==> src/rtl/traffic_light_ctrl_n.sv <==
// N-way intersection controller: GREEN -> YELLOW -> ALLRED per approach, round-robin
// selection from vehicle demand, with emergency preemption.
module traffic_light_ctrl_n #(
  parameter int NUM_DIR     = 4,
  parameter int DIR_W       = $clog2(NUM_DIR),
  parameter int CNT_W       = 8,
  parameter int GREEN_TIME  = 16,
  parameter int YELLOW_TIME = 5,
  parameter int ALLRED_TIME = 2
) (
  input  logic               clk,
  input  logic               rst,
  input  logic               en,
  input  logic [NUM_DIR-1:0] car_req,
  input  logic               emerg_req,
  input  logic [DIR_W-1:0]   emerg_dir,
  output logic [DIR_W-1:0]   active_dir,
  output logic [1:0]         phase,
  output logic [CNT_W-1:0]   count,
  output logic [NUM_DIR-1:0] green,
  output logic [NUM_DIR-1:0] yellow,
  output logic [NUM_DIR-1:0] red
);

  typedef enum logic [1:0] {
    PH_GREEN  = 2'b00,
    PH_YELLOW = 2'b01,
    PH_ALLRED = 2'b10
  } phase_t;

  localparam logic [CNT_W-1:0] G_LAST = CNT_W'(GREEN_TIME - 1);
  localparam logic [CNT_W-1:0] Y_LAST = CNT_W'(YELLOW_TIME - 1);
  localparam logic [CNT_W-1:0] A_LAST = CNT_W'(ALLRED_TIME - 1);

  phase_t             ph_q, ph_d;
  logic [CNT_W-1:0]   cnt_q, cnt_d;
  logic [DIR_W-1:0]   dir_q, dir_d, next_dir;
  logic               emerg_vld;
  logic               found;

  // Approach d+k modulo NUM_DIR, for 0 <= k <= NUM_DIR.
  function automatic logic [DIR_W-1:0] step_dir(input logic [DIR_W-1:0] d, input int k);
    int s;
    s = int'(d) + k;
    if (s >= NUM_DIR) s = s - NUM_DIR;
    return DIR_W'(s);
  endfunction

  // Out-of-range preempt targets are treated as no request at all.
  assign emerg_vld = emerg_req && ({1'b0, emerg_dir} < (DIR_W+1)'(NUM_DIR));

  always_comb begin
    next_dir = step_dir(dir_q, 1);
    found    = 1'b0;
    for (int i = 1; i <= NUM_DIR; i++) begin
      if (!found && car_req[step_dir(dir_q, i)]) begin
        next_dir = step_dir(dir_q, i);
        found    = 1'b1;
      end
    end
    if (emerg_vld) next_dir = emerg_dir;
  end

  always_comb begin
    ph_d  = ph_q;
    cnt_d = cnt_q;
    dir_d = dir_q;
    if (en) begin
      case (ph_q)
        PH_GREEN: begin
          // A preempt for the served approach freezes the count to extend green.
          if (emerg_vld) begin
            if (emerg_dir != dir_q) begin
              ph_d  = PH_YELLOW;
              cnt_d = '0;
            end
          end else if (cnt_q == G_LAST) begin
            ph_d  = PH_YELLOW;
            cnt_d = '0;
          end else begin
            cnt_d = cnt_q + CNT_W'(1);
          end
        end
        PH_YELLOW: begin
          if (cnt_q == Y_LAST) begin
            ph_d  = PH_ALLRED;
            cnt_d = '0;
          end else begin
            cnt_d = cnt_q + CNT_W'(1);
          end
        end
        PH_ALLRED: begin
          if (cnt_q == A_LAST) begin
            ph_d  = PH_GREEN;
            cnt_d = '0;
            dir_d = next_dir;
          end else begin
            cnt_d = cnt_q + CNT_W'(1);
          end
        end
        default: begin
          ph_d  = PH_GREEN;
          cnt_d = '0;
        end
      endcase
    end
  end

  always_ff @(posedge clk or posedge rst) begin
    if (rst) begin
      ph_q  <= PH_GREEN;
      cnt_q <= '0;
      dir_q <= '0;
    end else begin
      ph_q  <= ph_d;
      cnt_q <= cnt_d;
      dir_q <= dir_d;
    end
  end

  assign active_dir = dir_q;
  assign phase      = ph_q;
  assign count      = cnt_q;
  assign green      = (ph_q == PH_GREEN)  ? (NUM_DIR'(1) << dir_q) : '0;
  assign yellow     = (ph_q == PH_YELLOW) ? (NUM_DIR'(1) << dir_q) : '0;
  assign red        = ~(green | yellow);

endmodule
==> config.mk <==
export PLATFORM = sky130hd
export DESIGN_NAME = traffic_light_ctrl_n
export DESIGN_NICKNAME = d
export VERILOG_FILES = /design/src/rtl/traffic_light_ctrl_n.sv
export SDC_FILE = /design/constraint.sdc
export NUM_CORES = 1
export LEC_CHECK = 0
export CELL_PAD_IN_SITES_DETAIL_PLACEMENT = 1
export CELL_PAD_IN_SITES_GLOBAL_PLACEMENT = 2
export CORE_MARGIN = 2
export CORE_UTILIZATION = 29
export CTS_BUF_LIST = sky130_fd_sc_hd__clkbuf_2
export DETAILED_ROUTE_END_ITERATION = 12
export PLACE_DENSITY_LB_ADDON = 0.1
export SYNTH_ARGS = -nofsm -noshare
export SYNTH_HDL_FRONTEND = slang
export SYNTH_SLANG_ARGS = --single-unit
==> constraint.sdc <==
create_clock -name clk -period 2.25 [get_ports clk]
set_input_delay 0.3375 -clock clk [delete_from_list [all_inputs] [get_ports clk]]
set_output_delay 0.3375 -clock clk [all_outputs]
set_load 0.05 [all_outputs]
**After elaboration in Yosys (flattened, before gate mapping)**

Index checks and enable logic that the tools add are counted.

- Output and inout bits: 24
- Word-level logic and storage cells: 76
- Input port bits: 10
- Flip-flop bits (word level): 12

- Reduce and logical (&&, ||, !) cells: 10
- Mux-type cells: 33
- Shifts and indexed selects: 1
- Equality and inequality tests: 10
- Add/sub/neg operators: 9
- Bitwise gates (word level): 2
- Magnitude comparators: 8

Operator list:

| kind | number |
|---|---|
| 8-bit 2-to-1 mux | 5 |
| 2-bit 2-to-1 mux | 13 |
| 8-bit case mux with 3 select lines | 1 |
| 2-bit by 3-bit < comparator with 1-bit output (second input constant) | 4 |
| 3-bit greater-or-equal comparator (second input constant) | 3 |
| 8-bit by 1-bit adder with 8-bit output (second input constant) | 1 |
| 1-bit binary-select mux with 2-bit select | 4 |
| 8-bit by 1-bit equality test with 1-bit output (second input constant) | 1 |
| 8-bit by 3-bit equality test with 1-bit output (second input constant) | 1 |
| 8-bit by 4-bit equality test with 1-bit output (second input constant) | 1 |
| 4-bit 2-to-1 mux | 2 |
| 2-bit by 1-bit subtractor with 2-bit output (second input constant) | 4 |
| 1-bit 2-to-1 mux | 7 |
| 2-bit by 2-bit adder with 3-bit output (second input constant) | 2 |
| 3-bit != test (second input constant) | 2 |
| 2-bit case mux with 3 select lines | 1 |
| 5-bit AND reduction | 1 |
| 2-bit by 3-bit adder with 4-bit output (second input constant) | 1 |
| 4-bit by 3-bit greater-or-equal comparator with 1-bit output (second input constant) | 1 |
| 2-bit != test (second input constant) | 2 |
| 4-bit NOT | 1 |
| 4-bit OR | 1 |
| 1-bit by 2-bit << shifter with 4-bit output (first input constant) | 1 |
| 2-bit by 1-bit adder with 3-bit output (second input constant) | 1 |
| other kinds (8) | 12 |

**Logic depth before layout (Yosys ltp)**

Gate-level depths: netlist of run 1.

- Word-level depth: 16
- Mapped depth: 8

**Worst setup path before layout of run 1**

Ideal clock, no wire load.

- Path type: flip-flop to output port
- Start point: register dir_q[1] (netlist: active_dir[1])
- End point: output port green[1]
- Data required time: 1.913 ns
- Path slack: -0.224 ns
- Data arrival time: 2.137 ns
- Cell stages (with the launch flop): 6
- Cells stage by stage: dfrtp_1 > buf_6 > inv_1 > ha_1 > nand2b_1 > nor2_1

- Word-level cells in the longest chain between the ends: 2

Ends and longest elaborated chain:

| item | RTL line | source |
|---|---|---|
| start, declared | 37 | `logic [DIR_W-1:0] dir_q, dir_d, next_dir;` |
| start signal, assigned | 117 | `dir_q <= dir_d;` |
| 1-bit by 2-bit << shifter with 4-bit output | 124 | `assign green = (ph_q == PH_GREEN) ? (NUM_DIR'(1) << dir_q) : '0;` |
| 4-bit 2-to-1 mux | 124 |  |
| end, declared | 20 | `output logic [NUM_DIR-1:0] green,` |

Every way passes these cells.

**Final worst setup path of run 1**

- Start point: register ph_q[1] (netlist: phase[1])
- End point: output port phase[1]

RTL lines:

| item | RTL line | source |
|---|---|---|
| start, declared | 35 | `phase_t ph_q, ph_d;` |
| start signal, assigned | 115 | `ph_q <= ph_d;` |
| end, declared | 18 | `output logic [1:0] phase,` |

No word-level cell between the ends.

==> impl_metrics.yaml, run 1 <==
die:
  die_w_um: 67
  core-area_um2: 3740
  fp.dieH_um: 67
  design.die.area_um2: 4490
  ios: 34
  initial_core_util_pct: 30.7
  fp-row-count: 22
cts:
  clk_pin_slew_ps: 150
  htreeDepth: 1
  cts_hold_buf: 0
  clockRootBuffer: "clkbuf_2"
  ctsResizeCount: 0
  clk_latency_ps: 280
  cts.sinks: 12
  clockBufferDepth: 2
  cts_made_buffers: 3
  tritoncts: "yes"
  post-cts-setup-buffer-count: 0
critical_path:
  timing_worst_setup_path_type: "flip-flop to output pin"
  path_cells: "clkdlybuf4s50_1"
  critPathBufInv: 1
  cpPeakStageDelay_ps: 880
  cpMaxStageDelayCell: "clkdlybuf4s50_1"
  startpoint_type: "flip-flop"
  worstPathArrival_ps: 1760
  path_delay_family: "buffers and inverters"
  cp_max_fo: 15
  critPathRequiredTime_ps: 1910
  endpoint_kind: "output pin"
detailed_routing:
  vias: 1122
  wl_um: 3280
  via_per_inst: 5.32
  wl_per_cell_um: 15.6
  first_iter_violations: 28
  route.detailed.drc: 0
  drt-pass1-iter-count: 4
  ant_nets: 0
synth:
  synth_edf_count: 0
  ys_types: 45
  synthesis.nets: 140
  async_reset_ff_share_pct: 100
  synth_flop_cell: "dfrtp_1"
  netlist_instances: 123
  synth_top_cell_by_area: "dfrtp_1"
  synth_top_cell_area_share_pct: 26.1
  synth.area.top_cells: "dfrtp_1 26%, ha_1 7.6%, and2_1 3.3%"
  synth_area_um2: 1150
  avgSynthCellArea_um2: 9.36
  synth-seq-area-share_pct: 26.1
  synth-seq-cells: 12
  yosys_warnings: 0
job:
  drv_cap: 0
placed_design:
  placed_area_um2: 1620
  gp_congestion: 0.841
  dp_slack_ps: 65.1
  dp_hpwl_um: 2560
  place_inst: 207
  io_buffers: 33
global_route:
  grt_pass1_wl_um: 5490
  grt_usage_pct: 16.2
  overflow: 0
  grt_pass1_vias: 1100
  grt_max_degree: 16
  antenna_found_initial: 0
final_layout:
  fin_area_um2: 1640
  fillCellCount: 453
  diodes: 0
  final_cells: 211
  final_common_cell: "clkdlybuf4s50_1"
  final_nets: 181
  final_cell_mix: "20 x clkdlybuf4s50_1, 13 x buf_4, 12 x dfrtp_1"
  drive_gt1_share_pct: 21.5
  syn_to_final_growth_pct: 42.7
  fin_util_pct: 43.9
sta:
  period_needed_ps: 2100
  finClkSkew_ps: 14.7
  setup_ws_ps: 155
  tightest_slew_ps: 506
  max_freq_ghz: 0.477
  setup_viol: 0
  slew_viol_final: 0
  tns_ps: 0
  rsz0062_at_grt: "no"
  max_slew_margin_pct: 66.2
  hold_violations: 0
  final.period_utilization_pct: 93.1
  hold_slack_ps: 356
power:
  total_power_mw: 2.15
  power.ir.vdd_worst_uv: 483
  power_density_nw_per_um2: 1310
  leakage_nw: 0.729
worst_hold_path:
  hold_path.class: "input port to asynchronous set/reset pin"
outcome:
  outcome: "finished, final reports clean"
[Yosys cell counts (2+ instances only)]
master / number
and3_1: 6
a22oi_1: 2
clkbuf_1: 2
nand2_1: 5
nor3_1: 2
dfrtp_1: 12
nor2b_1: 6
a21o_1: 3
nor2_1: 6
and3b_1: 2
and2_1: 6
o2bb2ai_1: 2
o21ai_0: 7
xor2_1: 2
inv_1: 7
nor3b_1: 2
mux2i_1: 3
nand2b_1: 5
nand3b_1: 2
a21oi_1: 3
ha_1: 7
mux2_2: 3
a22o_1: 4
buf_6: 2
o22ai_1: 2
[registers in the layout, summed over array words and instances, names as in the netlist]
signal / cells
count: 8
active_dir: 2
phase: 2
[path summary, 6_finish.rpt]
kind | end | from | slack (ps) | cells past startpoint
min in group clk | count[7]$_DFFE_PP0P_ | count[7]$_DFFE_PP0P_ | 590 | 1
setup reg to reg | active_dir[0]$_DFFE_PP0P_ | active_dir[0]$_DFFE_PP0P_ | 200 | 6
max in group asynchronous | count[1]$_DFFE_PP0P_ | rst | 1540 | 2
hold reg to reg | count[7]$_DFFE_PP0P_ | count[7]$_DFFE_PP0P_ | 590 | 1
setup / recovery | phase[1] | phase[1]$_DFFE_PP0P_ | 150 | 1
hold / removal | active_dir[0]$_DFFE_PP0P_ | rst | 360 | 2
[power by group]
group          internal (mW)  switching [mW]
clock                 0.0386          0.0828
sequential             0.272           0.128
combinational          0.654           0.974
[cells by family (layout without fill, tap and decap cells)]
| family | Yosys count | after routing | share of synthesized area (%) |
|---|---|---|---|
| AOI/OAI and AO/OA | 34 | 34 | 23.8 |
| xor gates and xnor gates | 2 | 2 | 1.52 |
| adders and majority gates | 7 | 7 | 7.61 |
| buffers and inverters | 11 | 51 | 4.89 |
| DFF | 12 | 12 | 26.1 |
| muxes | 9 | 9 | 10.8 |
| and+or+nand+nor | 48 | 48 | 25.3 |
[routing by layer]
layer,part of all wire (%),GRT usage (%)
met4,1.3,5.87
met1,49,22.4
met3,2.9,2.36
met2,46,25.2
met5,0,0
[final cells by class]
type                            count  area [µm²]  area share (%)
Multi-Input combinational cell    100         800            48.7
Sequential cell                    12         300            18.3
Clock buffer                        3        15.0           0.914
Inverter                            7        26.3            1.60
Timing Repair Buffer               40         438            26.7
Clock inverter                      1        3.75           0.228
Tap cell                           48        60.1            3.66
No activity file was read; power rests on OpenSTA's default activity.
==> run 2: changes to the inputs <==
--- a/config.mk
+++ b/config.mk
@@ -8,7 +8,7 @@
 export CELL_PAD_IN_SITES_DETAIL_PLACEMENT = 1
 export CELL_PAD_IN_SITES_GLOBAL_PLACEMENT = 2
 export CORE_MARGIN = 2
-export CORE_UTILIZATION = 29
+export CORE_UTILIZATION = 26
 export CTS_BUF_LIST = sky130_fd_sc_hd__clkbuf_2
 export DETAILED_ROUTE_END_ITERATION = 12
 export PLACE_DENSITY_LB_ADDON = 0.1
==> constraint.sdc (replaced) <==
create_clock -name clk -period 1.9 [get_ports clk]
set_input_delay 0.285 -clock clk [delete_from_list [all_inputs] [get_ports clk]]
set_output_delay 0.285 -clock clk [all_outputs]
set_load 0.05 [all_outputs]
==> run 2 against run 1 <==
Effect of this change: worst setup slack got worse by 97 ps; via count rose by 9.6%; routed wire length rose by 17%; critical path type is now flip-flop to flip-flop.
==> impl_metrics.yaml, run 2 (synthesis results as in run 1) <==
detailed_routing:
  vias: 1230
  wl_per_cell_um: 15.7
  via_per_inst: 5.02
  wl_um: 3840
  first_iter_violations: 28
  route.detailed.drc: 0
  drt-pass1-iter-count: 3
  ant_nets: 0
critical_path:
  path_cells: "inv_2 -> ha_4 -> and3b_2 -> o311ai_4 -> o211ai_2 -> buf_6 -> o21ai_2 -> a22o_1"
  timing_worst_setup_path_type: "flip-flop to flip-flop"
  reg2reg_depth: 8
  endpoint_kind: "flip-flop"
  critPathRequiredTime_ps: 2080
  path_delay_family: "compound AO/OA/AOI/OAI gates"
  critical_path_cell_count: 8
  cp_max_fo: 5
  worstPathArrival_ps: 2020
  startpoint_type: "flip-flop"
  critPathBufInv: 2
  cpMaxStageDelayCell: "dfrtp_2"
  cpPeakStageDelay_ps: 460
final_layout:
  final_nets: 211
  drive_gt1_share_pct: 53.9
  diodes: 0
  final_common_cell: "buf_4"
  largest_reg_flops: 8
  final_cells: 245
  fillCellCount: 509
  fin_area_um2: 2090
  syn_to_final_growth_pct: 81.8
  final_cell_mix: "45 x buf_4, 12 x buf_12, 9 x clkdlybuf4s50_1"
power:
  power_density_nw_per_um2: 1550
  total_power_mw: 3.25
  p_seq_share_pct: 14.8
  clkPwrFrac_pct: 4.4
  internal_power_mw: 1.62
  leakage_nw: 0.944
  switching_share_pct: 50.1
  combPwrFrac_pct: 80.8
  p_switching_mw: 1.63
  power.ir.vdd_worst_uv: 1030
outcome:
  outcome: "finished, final reports clean"
global_route:
  grt_pass1_vias: 1321
  grt_pass1_wl_um: 6360
  grt_max_degree: 14
  grt_use_met1_pct: 18.2
  grt_usage_pct: 16.1
  use_met3_pct: 2.71
  gr-max-usage-layer: "met2"
  antenna_found_initial: 0
  use_met2_pct: 30.0
  overflow: 0
die:
  core-area_um2: 4320
  fp.dieH_um: 70.5
  design.die.area_um2: 4980
  fp-row-count: 24
  initial_core_util_pct: 26.6
  ios: 34
  die_w_um: 70.5
cts:
  clk_latency_ps: 290
  cts.sinks: 12
  htreeDepth: 1
  cts_made_buffers: 3
  cts_hold_buf: 0
  tritoncts: "yes"
  clockRootBuffer: "clkbuf_2"
  clockBufferDepth: 2
  clk_pin_slew_ps: 140
sta:
  period_needed_ps: 1840
  max_freq_ghz: 0.543
  hold_slack_ps: 311
  finClkSkew_ps: 14.7
  setup_ws_ps: 57.6
  hold_violations: 0
  tightest_slew_ps: 521
  final.period_utilization_pct: 97.0
  max_slew_margin_pct: 65.2
  rsz0062_at_grt: "yes"
  setup_viol: 0
  slew_viol_final: 0
placed_design:
  dp_hpwl_um: 2930
  placed_area_um2: 1850
  dp_slack_ps: -260
  io_buffers: 33
  gp_congestion: 0.900
  place_inst: 227
job:
  drv_cap: 0
worst_hold_path:
  hold_path.class: "input port to asynchronous set/reset pin"
## run 2: changes by cell type in the layout (fill, tap and decap cells not counted), sizes merged
cell           before  now
dlygate4sd2         0    1
buf                20   59
clkdlybuf4s50      20    9
dlymetal6s2s        0    1
## run 2: metal layers
metal / wire [µm] / vias to the layer above
met4: 48 / 0
met3: 129 / 4
met2: 2110 / 28
met5: 0 / -
met1: 1550 / 595
li1: - / 603
## run 2: through the flow
| step | util [%] | setup TNS (ps) |
|---|---|---|
| after floorplan | - | 0 |
| after global placement | 42.7 | -273 |
| after detailed placement | 42.7 | -466 |
| after CTS | 44.1 | 0 |
| after global routing | 48.4 | -18.3 |
| final | 48.4 | 0 |
## run 2: area by class of cell
type / count / area, µm² / share of cell area [%]
clock inverter: 1 / 3.75 / 0.179
clock buffer: 3 / 15.0 / 0.717
multi-input combinational: 100 / 962 / 46.0
sequential: 12 / 309 / 14.8
timing repair buffer: 70 / 712 / 34.0
inverter: 7 / 26.3 / 1.26
tap: 52 / 65.1 / 3.11
## run 2: power by group through the flow
stage	Sequential, mW	Clock [mW]	Combinational [mW]
floorplan	0.653	0	1.18
CTS	0.497	0.155	2.34
global placement	0.505	0	2.23
global route	0.499	0.170	2.80
finish	0.480	0.144	2.63
detailed placement	0.514	0	2.26
## run 2: repair_timing
action                                  4_1_cts  5_1_grt
pin swaps                                     0        4
endpoints found under the hold margin         0        0
gates resized for setup                       5       29
endpoints found under the setup margin        5       17
setup buffers                                 3       11
## run 2: path summary, 6_finish.rpt
check	start	to	slack (ps)
min in group clk	count[1]$_DFFE_PP0P_	count[1]$_DFFE_PP0P_	660
setup reg to reg	count[0]$_DFFE_PP0P_	count[3]$_DFFE_PP0P_	60
hold reg to reg	count[1]$_DFFE_PP0P_	count[1]$_DFFE_PP0P_	660
setup / recovery	count[0]$_DFFE_PP0P_	count[3]$_DFFE_PP0P_	60
hold / removal	rst	count[6]$_DFFE_PP0P_	310
max in group asynchronous	rst	count[1]$_DFFE_PP0P_	1200
==> run 3: changes to the inputs <==
--- a/config.mk
+++ b/config.mk
@@ -7,7 +7,7 @@
 export LEC_CHECK = 0
 export CELL_PAD_IN_SITES_DETAIL_PLACEMENT = 1
 export CELL_PAD_IN_SITES_GLOBAL_PLACEMENT = 2
-export CORE_MARGIN = 2
+export CORE_MARGIN = 3
 export CORE_UTILIZATION = 26
 export CTS_BUF_LIST = sky130_fd_sc_hd__clkbuf_2
 export DETAILED_ROUTE_END_ITERATION = 12
==> run 3 against run 2 <==
Effect of this change: final cell count is 1.2% lower; sequential share of layout area hardly changed; register-to-register slack about the same; critical path type unchanged; highest routed layer unchanged.
==> impl_metrics.yaml, run 3 (synthesis results as in run 1) <==
outcome:
  outcome: "finished, final reports clean"
critical_path:
  r2r-end: "phase[1]$_DFFE_PP0P_"
  reg2reg_depth: 7
  startpoint: "count[0]$_DFFE_PP0P_"
  r2r_slack_ps: 60
  timing_worst_setup_path_type: "flip-flop to flip-flop"
  critPathRequiredTime_ps: 2080
  cp_max_fo: 3
  endpoint_kind: "flip-flop"
  worstPathArrival_ps: 2020
  reg2reg_from: "count[0]$_DFFE_PP0P_"
  startpoint_type: "flip-flop"
  crit_end: "phase[1]$_DFFE_PP0P_"
die:
  initial_core_util_pct: 27.8
  fp.dieH_um: 72.5
  design.die.area_um2: 5260
  fp-row-count: 23
  ios: 34
  core-area_um2: 4140
  die_w_um: 72.5
sta:
  hold_violations: 0
  slew_viol_final: 0
  max_slew_margin_pct: 66.1
  max_freq_ghz: 0.544
  period_needed_ps: 1840
  tightest_slew_ps: 508
  rsz0062_at_grt: "yes"
  setup_viol: 0
  finClkSkew_ps: 3.25
  final.period_utilization_pct: 96.8
placed_design:
  placed_area_um2: 1900
  gp_congestion: 0.907
  dp_hpwl_um: 2990
  io_buffers: 33
detailed_routing:
  vias: 1223
  via_per_inst: 5.05
  first_iter_violations: 37
  wl_per_cell_um: 16.1
  drt-pass1-iter-count: 4
  wl_um: 3910
  ant_nets: 0
  route.detailed.drc: 0
final_layout:
  fin_area_um2: 2090
  final_nets: 211
  fillCellCount: 475
  largest_reg_flops: 8
  syn_to_final_growth_pct: 81.3
  final_common_cell: "buf_4"
  diodes: 0
  fin_util_pct: 50.4
  final_cell_mix: "43 x buf_4, 13 x buf_12, 10 x clkdlybuf4s50_1"
  drive_gt1_share_pct: 51.6
global_route:
  overflow: 0
  grt_pass1_wl_um: 6560
  grt_max_degree: 13
  grt_usage_pct: 15.6
  antenna_found_initial: 0
  grt_pass1_vias: 1349
cts:
  htreeDepth: 1
  cts.sinks: 12
  clk_pin_slew_ps: 120
  clockBufferDepth: 2
  tritoncts: "yes"
  clockRootBuffer: "clkbuf_2"
  cts_made_buffers: 3
  clk_latency_ps: 290
power:
  leakage_nw: 0.953
  power.ir.vdd_worst_uv: 1060
  power_density_nw_per_um2: 1560
worst_hold_path:
  hold_path.class: "input port to asynchronous set/reset pin"
job:
  drv_cap: 0
==> run 3: cell count changes in the layout (fill, tap and decap cells not counted), sizes merged <==
cell           previous run  this run
buf                      59        58
clkinv                    1         0
clkdlybuf4s50             9        10
==> run 3: worst min-delay path by stage <==
stage,start,to,slack [ps]
6_report,rst,count[5]$_DFFE_PP0P_,300
5_1_grt,rst,count[4]$_DFFE_PP0P_,320
4_1_cts,rst,count[4]$_DFFE_PP0P_,300
3_5_place_dp,count[2]$_DFFE_PP0P_,count[2]$_DFFE_PP0P_,570
3_3_place_gp,count[2]$_DFFE_PP0P_,count[2]$_DFFE_PP0P_,570
2_1_floorplan,rst,count[2]$_DFFE_PP0P_,150
==> run 3: critical path, stage by stage, from the launching register on <==
cell and delay (ps):
dfrtp_2 390, buf_4 120, ha_2 180, nor4bb_4 310
a22oi_2 110, buf_4 150, a21o_1 170, mux2_1 310
==> run 3: metal layers <==
metal  GRT usage [%]  wire length [µm]
met1            19.7              1700
met2            26.9              2010
met3            1.66               128
met4            6.56                70
met5               0                 0
==> run 3: metrics by stage <==
stage                     hold slack (ps)  setup WS (ps)  TNS (ps)  std cells  total power, mW
after global routing                  319          -24.5     -43.6        242             3.48
after global placement                569           -172      -358        232             2.80
after CTS                             305           5.80         0        237             3.03
after floorplan                       149          0.900         0        123             1.84
after detailed placement              569           -247      -497        232             2.84
final                                 303           61.4         0        242             3.25
==> run 3: layout make-up <==
class / count / area, µm² / area share [%]
Timing Repair Buffer: 70 / 727 / 34.8
Tap cell: 50 / 62.6 / 3.00
Sequential cell: 12 / 309 / 14.8
Clock buffer: 3 / 15.0 / 0.719
Multi-Input combinational cell: 100 / 947 / 45.4
Inverter: 7 / 26.3 / 1.26
==> run 3: what timing repair did <==
item                       CTS  global route
setup endpoints to repair    4            18
hold buffers                 0             0
buffers inserted             2             5
cloned                       0             0
resized for setup            2            27
pin swaps                    0             5
==> run 3: where the power goes <==
| part | internal (mW) | switching (mW) |
|---|---|---|
| sequential | 0.334 | 0.138 |
| combinational | 1.25 | 1.39 |
| clock | 0.0429 | 0.0954 |
| total | 1.63 | 1.62 |
